**config.mk**
```make
export PLATFORM = sky130hd
export DESIGN_NAME = prog_ctr
export DESIGN_NICKNAME = d
export VERILOG_FILES = /design/src/rtl/prog_ctr.sv
export SDC_FILE = /design/constraint.sdc
export NUM_CORES = 1
export LEC_CHECK = 0
export BUFFER_PORTS_ARGS = -buffer_cell sky130_fd_sc_hd__buf_2
export CAP_MARGIN = 20
export CORE_MARGIN = 10
export CORE_UTILIZATION = 50
export CTS_CLUSTER_DIAMETER = 150
export DETAILED_ROUTE_END_ITERATION = 10
export PLACE_DENSITY = 0.74
export RECOVER_POWER = 25
export SYNTH_ARGS = -nofsm -noshare
export SYNTH_HDL_FRONTEND = slang
export SYNTH_SLANG_ARGS = --single-unit
export TNS_END_PERCENT = 5
```
**constraint.sdc**
```tcl
create_clock -name Clk -period 2.4 [get_ports Clk]
set_input_delay 0.12 -clock Clk [delete_from_list [all_inputs] [get_ports Clk]]
set_output_delay 0.12 -clock Clk [all_outputs]
set_load 0.05 [all_outputs]
```
**src/rtl/prog_ctr.sv**
```systemverilog
// prog_ctr: program-counter / fetch sequencer.
// Picks the next instruction address each cycle (sequential, absolute target
// or PC-relative target), runs the start/done handshake with the bench and
// counts retired instructions with a saturating counter.
module prog_ctr #(
  parameter int unsigned     PC_W       = 10,
  parameter int unsigned     CNT_W      = 16,
  parameter logic [PC_W-1:0] START_ADDR = '0
) (
  input  logic             Clk,
  input  logic             Reset,
  input  logic             Start,
  input  logic             Halt,
  input  logic             Branch,
  input  logic             Jump,
  input  logic             taken,
  input  logic             RelEn,
  input  logic [PC_W-1:0]  Target,
  output logic [PC_W-1:0]  ProgCtr,
  output logic             Running,
  output logic             Done,
  output logic [CNT_W-1:0] InstCnt
);

  typedef enum logic [1:0] {
    ST_IDLE = 2'd0,
    ST_RUN  = 2'd1,
    ST_DONE = 2'd2
  } state_e;

  state_e           state_q, state_d;
  logic [PC_W-1:0]  pc_q, pc_d;
  logic [CNT_W-1:0] cnt_q, cnt_d;
  logic             running_q, done_q;

  logic [PC_W-1:0]  pc_seq;
  logic [PC_W-1:0]  pc_tgt;
  logic [CNT_W-1:0] cnt_inc;
  logic             redirect;

  // Address candidates and retire-count increment; all arithmetic wraps
  // modulo the field width, except the counter which sticks at all-ones.
  always_comb begin
    pc_seq   = pc_q + PC_W'(1);
    // A relative Target is two's complement, so a plain PC_W-bit add
    // handles negative offsets and wrap-around at the same time.
    pc_tgt   = RelEn ? (pc_q + Target) : Target;
    // taken is qualified by Branch; Jump alone is unconditional.
    redirect = Jump | (Branch & taken);
    cnt_inc  = (&cnt_q) ? cnt_q : (cnt_q + CNT_W'(1));
  end

  // Next-state, next-PC and next-count selection for the three-state sequencer.
  always_comb begin
    // NOTE: every signal driven here gets a default first, so no path through
    // the case/if tree can leave one unassigned and infer a latch.
    state_d = state_q;
    pc_d    = pc_q;
    cnt_d   = cnt_q;

    unique case (state_q)
      ST_IDLE: begin
        if (Start) begin
          state_d = ST_RUN;
          pc_d    = START_ADDR;
          cnt_d   = '0;
        end
      end

      ST_RUN: begin
        if (Start) begin
          // Restart wins over anything decoded at the current PC.
          pc_d  = START_ADDR;
          cnt_d = '0;
        end else if (Halt) begin
          // The halt itself retires; PC stays on the halt instruction.
          state_d = ST_DONE;
          cnt_d   = cnt_inc;
        end else if (redirect) begin
          pc_d  = pc_tgt;
          cnt_d = cnt_inc;
        end else begin
          pc_d  = pc_seq;
          cnt_d = cnt_inc;
        end
      end

      ST_DONE: begin
        // Decoded controls are ignored; only Start leaves DONE.
        if (Start) begin
          state_d = ST_RUN;
          pc_d    = START_ADDR;
          cnt_d   = '0;
        end
      end

      default: begin
        state_d = ST_IDLE;
      end
    endcase
  end

  // State, PC, counter and status-flag registers with asynchronous reset.
  always_ff @(posedge Clk or posedge Reset) begin
    if (Reset) begin
      state_q   <= ST_IDLE;
      pc_q      <= '0;
      cnt_q     <= '0;
      running_q <= 1'b0;
      done_q    <= 1'b0;
    end else begin
      // NOTE: non-blocking assignments here so every register samples the
      // pre-edge values computed above, independent of statement order.
      state_q   <= state_d;
      pc_q      <= pc_d;
      cnt_q     <= cnt_d;
      // Status flags are registered copies of the next state, so they line
      // up exactly with state_q without a combinational decode on the output.
      running_q <= (state_d == ST_RUN);
      done_q    <= (state_d == ST_DONE);
    end
  end

  assign ProgCtr = pc_q;
  assign InstCnt = cnt_q;
  assign Running = running_q;
  assign Done    = done_q;

endmodule

```
# Yosys cells after proc, flatten, opt, wreduce, memory -nomap -nowiden

Cells that the tools add are included.

Register bits after elaboration: 30
Output and inout port bits: 28

Add/sub/neg operators: 3
Equal/unequal tests: 7
Mux-type cells: 14
Bitwise logic cells: 2
Reductions and logical operators: 6

Operators by type and width:

| cell                  | number |
|---|---|
| $mux 10               | 5 |
| $mux 16               | 3 |
| $pmux 16 s2           | 1 |
| $pmux 10 s2           | 1 |
| $add 16x1->16 const B | 1 |
| $reduce_and 16->1     | 1 |
| $add 10x1->10 const B | 1 |
| $add 10x10->10        | 1 |
| $mux 2                | 3 |
| $ne 3x3->1 const B    | 2 |
| $reduce_and 3->1      | 2 |
| $eq 2x1->1 const B    | 2 |
| $eq 2x2->1 const B    | 2 |
| $pmux 2 s2            | 1 |
| $logic_not 2->1       | 1 |
| $ne 2x1->1 const B    | 1 |
| $reduce_bool 2->1     | 1 |
| $reduce_or 2->1       | 1 |
| $and 1x1->1           | 1 |
| $or 1x1->1            | 1 |

# Logic depth before layout (Yosys ltp)

Gate-level depths: netlist (run 1).

Word-level depth: 6
Gate-level depth with buffers: 9
Mapped depth without buffers: 9

# Least setup slack after synthesis (run 1)

OpenSTA, ideal clock, no wires.

Path kind: reg-to-reg
Start point: reg pc_q[1], in the netlist ProgCtr[1]
End point: reg pc_q[7], in the netlist ProgCtr[7]
Setup time: 0.131 ns
Arrival: 2.215 ns
Data required time: 2.269 ns
Path slack: 0.054 ns
Stages on the path, launching flop included: 8
Period minus slack after synthesis: 2.346 ns
Cell sequence: dfrtp_1 ha_1 a211o_1 a21o_1 a2111o_1 a21o_1 a21oi_1 o21ai_1

Longest elaborated chain between the ends: 6
Elaborated cells between the ends (all ways): 7
Classes of those cells: add/sub: 2; mux: 5

RTL lines:

| element                  | RTL line | text |
|---|---|---|
| start: declaration       | 32       | `logic [PC_W-1:0] pc_q, pc_d;` |
| start signal: assignment | 115      | `pc_q <= pc_d;` |
| $add 10x10->10           | 47       | `pc_tgt = RelEn ? (pc_q + Target) : Target;` |
| $mux 10                  | 47       |  |
| $mux 10 *                | 79       | `end else if (redirect) begin` |
| $mux 10 *                | 75       | `end else if (Halt) begin` |
| $mux 10 *                | 71       | `if (Start) begin` |
| $pmux 10 s2 *            | 61       | `unique case (state_q)` |

Mark *: on every way between the ends. The rest lies on a longest branch, timed or not. The select of a mux whose other input is x is not followed.
A chain may end at the register's enable or synchronous reset.

# Final worst setup path (run 1)

Start point: reg pc_q[0], in the netlist ProgCtr[0]
End point: reg pc_q[8], in the netlist ProgCtr[8]

Same word-level chain as after synthesis.

==> results.json, run 1 <==
{
  "rrSetupSlack_ps": 150,
  "ys_seq_area_frac": 0.330,
  "vias_per_cell": 6.13,
  "io_buffer_count": 45,
  "path_buf_inv": 1,
  "drive_gt1_frac": 0.234,
  "clkTransAtPathRegs_ps": 70,
  "crit_path_end_kind": "flop",
  "criticalPathCategory": "reg2reg",
  "grt_max_degree": 31,
  "maxCapViolations": 1,
  "yosys.area_share.simple": 0.271,
  "fin_tns_setup_ps": 0,
  "netlist-cell-type-count": 58,
  "first_global_vias": 2173,
  "gp_congestion": 0.922,
  "avgSynthCellArea_sq_um": 8.46,
  "ios": 46,
  "drc": 0,
  "synth_top_family_by_area": "simple AND/OR/NAND/NOR gates",
  "synthesis.area_sq_um": 2270,
  "hp-class": "in2reg",
  "synth_edf_count": 0,
  "outcome": "complete, but fails checks",
  "peakVddDrop_v": 0.000247,
  "setup_slack_ps": 148,
  "design.die.area_sq_um": 7650,
  "fin_nets": 354,
  "core-area_sq_um": 4380,
  "min_period_ps": 2250,
  "cp-start-kind": "flop",
  "initial_core_util": 0.519,
  "fmax_ghz": 0.444,
  "clock-sinks": 30,
  "syn_nets": 299,
  "cp_slowest_stage_delay_ps": 430,
  "synth_compound_area_frac": 0.233,
  "vias": 2310,
  "wl_per_cell_microns": 16.6,
  "syn_to_final_growth_pct": 19.1,
  "worstRegToRegCells": 9,
  "required_ps": 2540,
  "tightest_slew_ps": 1700,
  "synth_cells": 269,
  "fp.dieH_microns": 87.5,
  "fill_cells": 384,
  "cts_tree": "yes",
  "cts_buffer_depth": 2,
  "ant_nets": 0,
  "crit_path_max_fanout": 6,
  "cpLargestDelayFamily": "adder cells",
  "ys.flop_type": "dfrtp_1",
  "drt_pre_antenna_iters": 5,
  "antenna_found_initial": 0,
  "fin_crit_sh": 0.938,
  "min_path_cells": 2,
  "first_iter_violations": 131,
  "cp_common_cell": "o21a_1",
  "arrival_ps": 2390,
  "r2r_end": "ProgCtr[8]",
  "rows": 24,
  "track_usage": 0.164,
  "holdPathEnd": "state_q[1]",
  "leakage_nw": 1.31,
  "root_buffer": "clkbuf_8",
  "synth_xor_area_frac": 0.0385,
  "relSlewSlack": -0.135,
  "r2r-start": "ProgCtr[0]",
  "hold_viol": 0,
  "synthAdderAreaFrac": 0.0693,
  "synth-seq-cells": 30,
  "failed_checks": "capacitance limit, slew limit",
  "gr-total-overflow": 0,
  "final_common_cell": "buf_2",
  "grt_pass1_wl_mm": 10.3,
  "power.total_mw": 1.58,
  "antennaDiodeCount": 0,
  "post_cts_buffers": 0,
  "muxShareOfSynthArea": 0.0182,
  "pre_cts_slack_ps": 255,
  "clk_latency_ps": 280,
  "holdWs_ps": 110,
  "die_x_microns": 87.5,
  "cts_inserted_buffers": 5,
  "final-max-slew-violation-count": 31,
  "rsz0062_at_grt": "no",
  "drt-total-wl_mm": 6.26,
  "power.density_nw_per_um2": 583,
  "path_cells": "ha_2 > inv_1 > fa_1 > nor2b_1 > o21a_1 > o21a_1 > o41a_1 > mux2i_1 > a211oi_2",
  "finalSetupViolCount": 0,
  "layout_common_cells": "buf_2, dfrtp_1, nand2_1",
  "skew_ps": 7.72,
  "htree_levels": 2,
  "hold_start": "Start",
  "synthArstFlopShare": 1.00,
  "yosys_warnings": 0,
  "hpwlAfterDp_mm": 4.72,
  "slowest_stage": "dfrtp_1"
}
==> final cells by class <==
class / instances / area (sq um) / area share
Multi-Input combinational cell: 218 / 1440 / 0.531
Sequential cell: 30 / 751 / 0.277
Clock inverter: 2 / 12.5 / 0.00462
Tap cell: 52 / 65.1 / 0.0240
Inverter: 12 / 45.0 / 0.0166
Clock buffer: 6 / 82.6 / 0.0305
Timing Repair Buffer: 57 / 314 / 0.116
==> state kept, by name, indices dropped and copies added (netlist names) <==
name     cells
Done         1
InstCnt     16
ProgCtr     10
Running      1
state_q      2
==> cell usage after synthesis, types with 3 or more instances <==
master    instances  area share
inv_1            11       0.018
o21ai_1           7       0.015
a211oi_1          3      0.0099
o21a_1            5       0.017
a21oi_1          14       0.031
nor2_1           17       0.028
nand2_1          27       0.045
xor2_1            6       0.023
nand4_1           9       0.025
dfrtp_1          30        0.33
or3_1             3      0.0083
and3_1           10       0.028
o31ai_1           3      0.0099
ha_1             11       0.061
mux2i_1           3       0.013
o211ai_1          4       0.013
a21o_1            5       0.017
clkbuf_1          5      0.0083
nand3_1          15       0.033
o21ai_0          16       0.035
a31oi_1           6       0.017
xnor2_1           4       0.015
nor2b_1           5       0.014
==> timing repair <==
| action | in CTS | in global routing |
|---|---|---|
| gates resized for setup | 0 | 2 |
| endpoints found under the setup margin | 0 | 1 |
| hold buffers | 1 | 0 |
| hold endpoints to repair | 30 | 0 |
==> per-stage QoR <==
stage               instance area [sq um]  std cells  utilization
floorplan                            2270        269            -
global placement                     2600        368        0.593
detailed placement                   2600        368        0.593
CTS                                  2710        377        0.617
global route                         2710        377        0.618
finish                               2710        377        0.618
==> report_power, final <==
part / total (mW) / switching (mW) / leakage (nW) / internal, mW
Combinational: 0.560 / 0.364 / 0.854 / 0.196
Sequential: 0.587 / 0.0455 / 0.405 / 0.541
Clock: 0.432 / 0.202 / 0.0472 / 0.230
Total: 1.58 / 0.612 / 1.31 / 0.967
==> worst register-to-register path: stages, from the launching register on <==
cell and delay [ps]:
dfrtp_1 430, ha_2 240, inv_1 50, fa_1 390, nor2b_1 130, o21a_1 160, o21a_1 170, o41a_1 160
mux2i_1 290, a211oi_2 90
==> cells by family (layout without fill, tap and decap cells) <==
logic type                 count (synthesis)  after routing
DFF                                       30             30
and+or+nand+nor                          112            112
muxes                                      4              4
adders and majority gates                 12             12
buffers and inverters                     21             77
AOI/OAI and AO/OA                         80             80
xor gates and xnor gates                  10             10
==> per-layer routing <==
| metal | vias up | GRT usage | routed length (microns) |
|---|---|---|---|
| li1 | 1120 | - | - |
| met3 | 7 | 0.0496 | 597 |
| met2 | 97 | 0.262 | 2920 |
| met4 | 0 | 0.0652 | 77 |
| met5 | - | 0 | 0 |
| met1 | 1086 | 0.202 | 2670 |
==> worst max path at each step <==
stage / start / end / depth (start not counted)
6_report: ProgCtr[0] / ProgCtr[8] / 9
5_1_grt: ProgCtr[0] / ProgCtr[8] / 9
4_1_cts: ProgCtr[0] / ProgCtr[8] / 9
3_5_place_dp: ProgCtr[0] / ProgCtr[8] / 9
3_3_place_gp: ProgCtr[1] / ProgCtr[7] / 7
2_1_floorplan: ProgCtr[1] / ProgCtr[7] / 7
Power figures use the tool's default switching activity.
==> run 2: changes to the inputs <==
BUFFER_PORTS_ARGS = -buffer_cell sky130_fd_sc_hd__buf_4   (was -buffer_cell sky130_fd_sc_hd__buf_2)
REMOVE_ABC_BUFFERS = 1   (was not set)
==> run 2 against run 1 <==
Net effect:
- the run still ends with capacitance limit, slew limit left
- register-to-register slack gained 40 ps
- critical path depth unchanged
- sequential cell count did not move
- critical path type unchanged
- critical endpoint unchanged
- largest cell class unchanged
- largest power group is now combinational logic
==> results.json, run 2 (synthesis results as in run 1) <==
{
  "outcome": "complete, but fails checks",
  "failed_checks": "capacitance limit, slew limit",
  "internal_power_mw": 0.996,
  "ios": 46,
  "ant_nets": 0,
  "wl_per_cell_microns": 17.0,
  "gp_congestion": 0.978,
  "initial_core_util": 0.519,
  "slowest_stage": "dfrtp_1",
  "hold_start": "Start",
  "core-area_sq_um": 4380,
  "leakage_nw": 1.32,
  "first_global_vias": 2240,
  "holdPathEnd": "state_q[1]",
  "min_period_ps": 2210,
  "track_usage": 0.171,
  "clkPwrFrac": 0.268,
  "p_comb_frac": 0.367,
  "fp.dieH_microns": 87.5,
  "drive_gt1_frac": 0.225,
  "p_switching_mw": 0.611,
  "crit_path_max_fanout": 6,
  "rsz0062_at_grt": "no",
  "rrSetupSlack_ps": 190,
  "relSlewSlack": -0.0901,
  "cp-start-kind": "flop",
  "io_buffer_count": 45,
  "final_common_cell": "buf_4",
  "peakVddDrop_v": 0.000242,
  "finalSetupViolCount": 0,
  "tightest_slew_ps": 1640,
  "wl_met2_mm": 3.07,
  "cp_common_cell": "o21a_1",
  "r2r_end": "ProgCtr[8]",
  "r2r-start": "ProgCtr[0]",
  "seqCellArea_sq_um": 751,
  "final_area_sq_um": 2810,
  "drt-total-wl_mm": 6.40,
  "vias_per_cell": 6.05,
  "criticalPathCategory": "reg2reg",
  "cp_slowest_stage_delay_ps": 440,
  "holdWs_ps": 41.7,
  "maxCapViolations": 1,
  "largest_reg_flops": 16,
  "design.die.area_sq_um": 7650,
  "first_iter_violations": 84,
  "place_area_sq_um": 2710,
  "required_ps": 2600,
  "fmax_ghz": 0.453,
  "top_layer": "met4",
  "drt_pre_antenna_iters": 4,
  "fill_cells": 392,
  "htree_levels": 2,
  "fin_tns_setup_ps": 0,
  "clk_latency_ps": 290,
  "cts_buffer_depth": 2,
  "p_seq_frac": 0.365,
  "grt_max_degree": 31,
  "syn_to_final_growth_pct": 23.5,
  "root_buffer": "clkbuf_8",
  "path_cells": "ha_1 > inv_1 > fa_1 > nor2b_1 > o21a_1 > o21a_1 > o41a_1 > mux2i_1 > a211oi_1",
  "grt_pass1_wl_mm": 10.6,
  "clock-sinks": 30,
  "fin_nets": 354,
  "min_path_cells": 2,
  "rows": 24,
  "wl_met3_microns": 485,
  "vias": 2282,
  "power.density_nw_per_um2": 572,
  "arrival_ps": 2410,
  "wl_met1_mm": 2.76,
  "final-max-slew-violation-count": 31,
  "antennaDiodeCount": 0,
  "antenna_found_initial": 0,
  "crit_path_end_kind": "flop",
  "gr-total-overflow": 0,
  "p_sw_frac": 0.380,
  "hpwlAfterDp_mm": 4.83,
  "skew_ps": 6.13,
  "hold_viol": 0,
  "cts_tree": "yes",
  "layout_common_cells": "buf_4, dfrtp_1, nand2_1",
  "multi_input_area_sq_um": 1430,
  "die_x_microns": 87.5,
  "cts_inserted_buffers": 5,
  "hp-class": "in2reg",
  "post_cts_buffers": 0,
  "clkTransAtPathRegs_ps": 70,
  "drc": 0,
  "worstRegToRegCells": 9,
  "fin_crit_sh": 0.921
}
[run 2: changes by cell type in the layout (fill, tap and decap cells not counted)]
cell	change
a211oi_1	+1
a211oi_2	-1
buf_2	-45
buf_4	+44
clkbuf_1	+1
clkbuf_4	+1
clkinvlp_4	-1
ha_1	+1
ha_2	-1
[run 2: layout make-up]
| class | instances | share of cell area |
|---|---|---|
| Clock buffer | 7 | 0.0307 |
| Clock inverter | 1 | 0.00178 |
| Inverter | 12 | 0.0160 |
| Multi-Input combinational cell | 218 | 0.509 |
| Sequential cell | 30 | 0.267 |
| Tap cell | 52 | 0.0232 |
| Timing Repair Buffer | 57 | 0.152 |
[run 2: critical path: cells and delay by family, from the launching register on]
kind	cells	cell delay (ps)
DFF	1	440
buffers and inverters	1	80
muxes	1	140
AOI/OAI and AO/OA	4	940
adders and majority gates	2	460
and+or+nand+nor	1	60
[run 2: power groups by stage]
stage | registers, mW | logic [mW] | clock network [mW]
after detailed placement | 0.594 | 0.586 | 0
after global routing | 0.593 | 0.647 | 0.455
final | 0.586 | 0.591 | 0.430
after CTS | 0.585 | 0.591 | 0.440
after floorplan | 0.708 | 0.273 | 0
after global placement | 0.593 | 0.583 | 0
[run 2: layer usage]
metal	GRT usage	up-vias
met3	0.0449	11
li1	-	1118
met1	0.205	1073
met5	0	-
met2	0.292	80
met4	0.0507	0
[run 2: per-stage QoR]
| step | util | worst slack [ps] | power [mW] | std cells |
|---|---|---|---|---|
| floorplan | - | 42.8 | 0.980 | 260 |
| global placement | 0.619 | 239 | 1.18 | 368 |
| detailed placement | 0.619 | 207 | 1.18 | 368 |
| CTS | 0.642 | 188 | 1.62 | 377 |
| global route | 0.641 | 2.08 | 1.69 | 377 |
| finish | 0.641 | 191 | 1.61 | 377 |
[run 2: timing repair]
item                                   in CTS  in global routing
hold buffers                                1                  0
gates resized for setup                     0                  0
endpoints found under the hold margin      30                  0
[run 2: worst max-delay path by stage]
| stage | from | slack (ps) | to |
|---|---|---|---|
| floorplan | InstCnt[0] | 40 | InstCnt[5] |
| global placement | ProgCtr[0] | 240 | ProgCtr[8] |
| detailed placement | ProgCtr[0] | 210 | ProgCtr[8] |
| CTS | ProgCtr[0] | 190 | ProgCtr[8] |
| global route | InstCnt[0] | 2 | InstCnt[5] |
| finish | ProgCtr[0] | 190 | ProgCtr[8] |
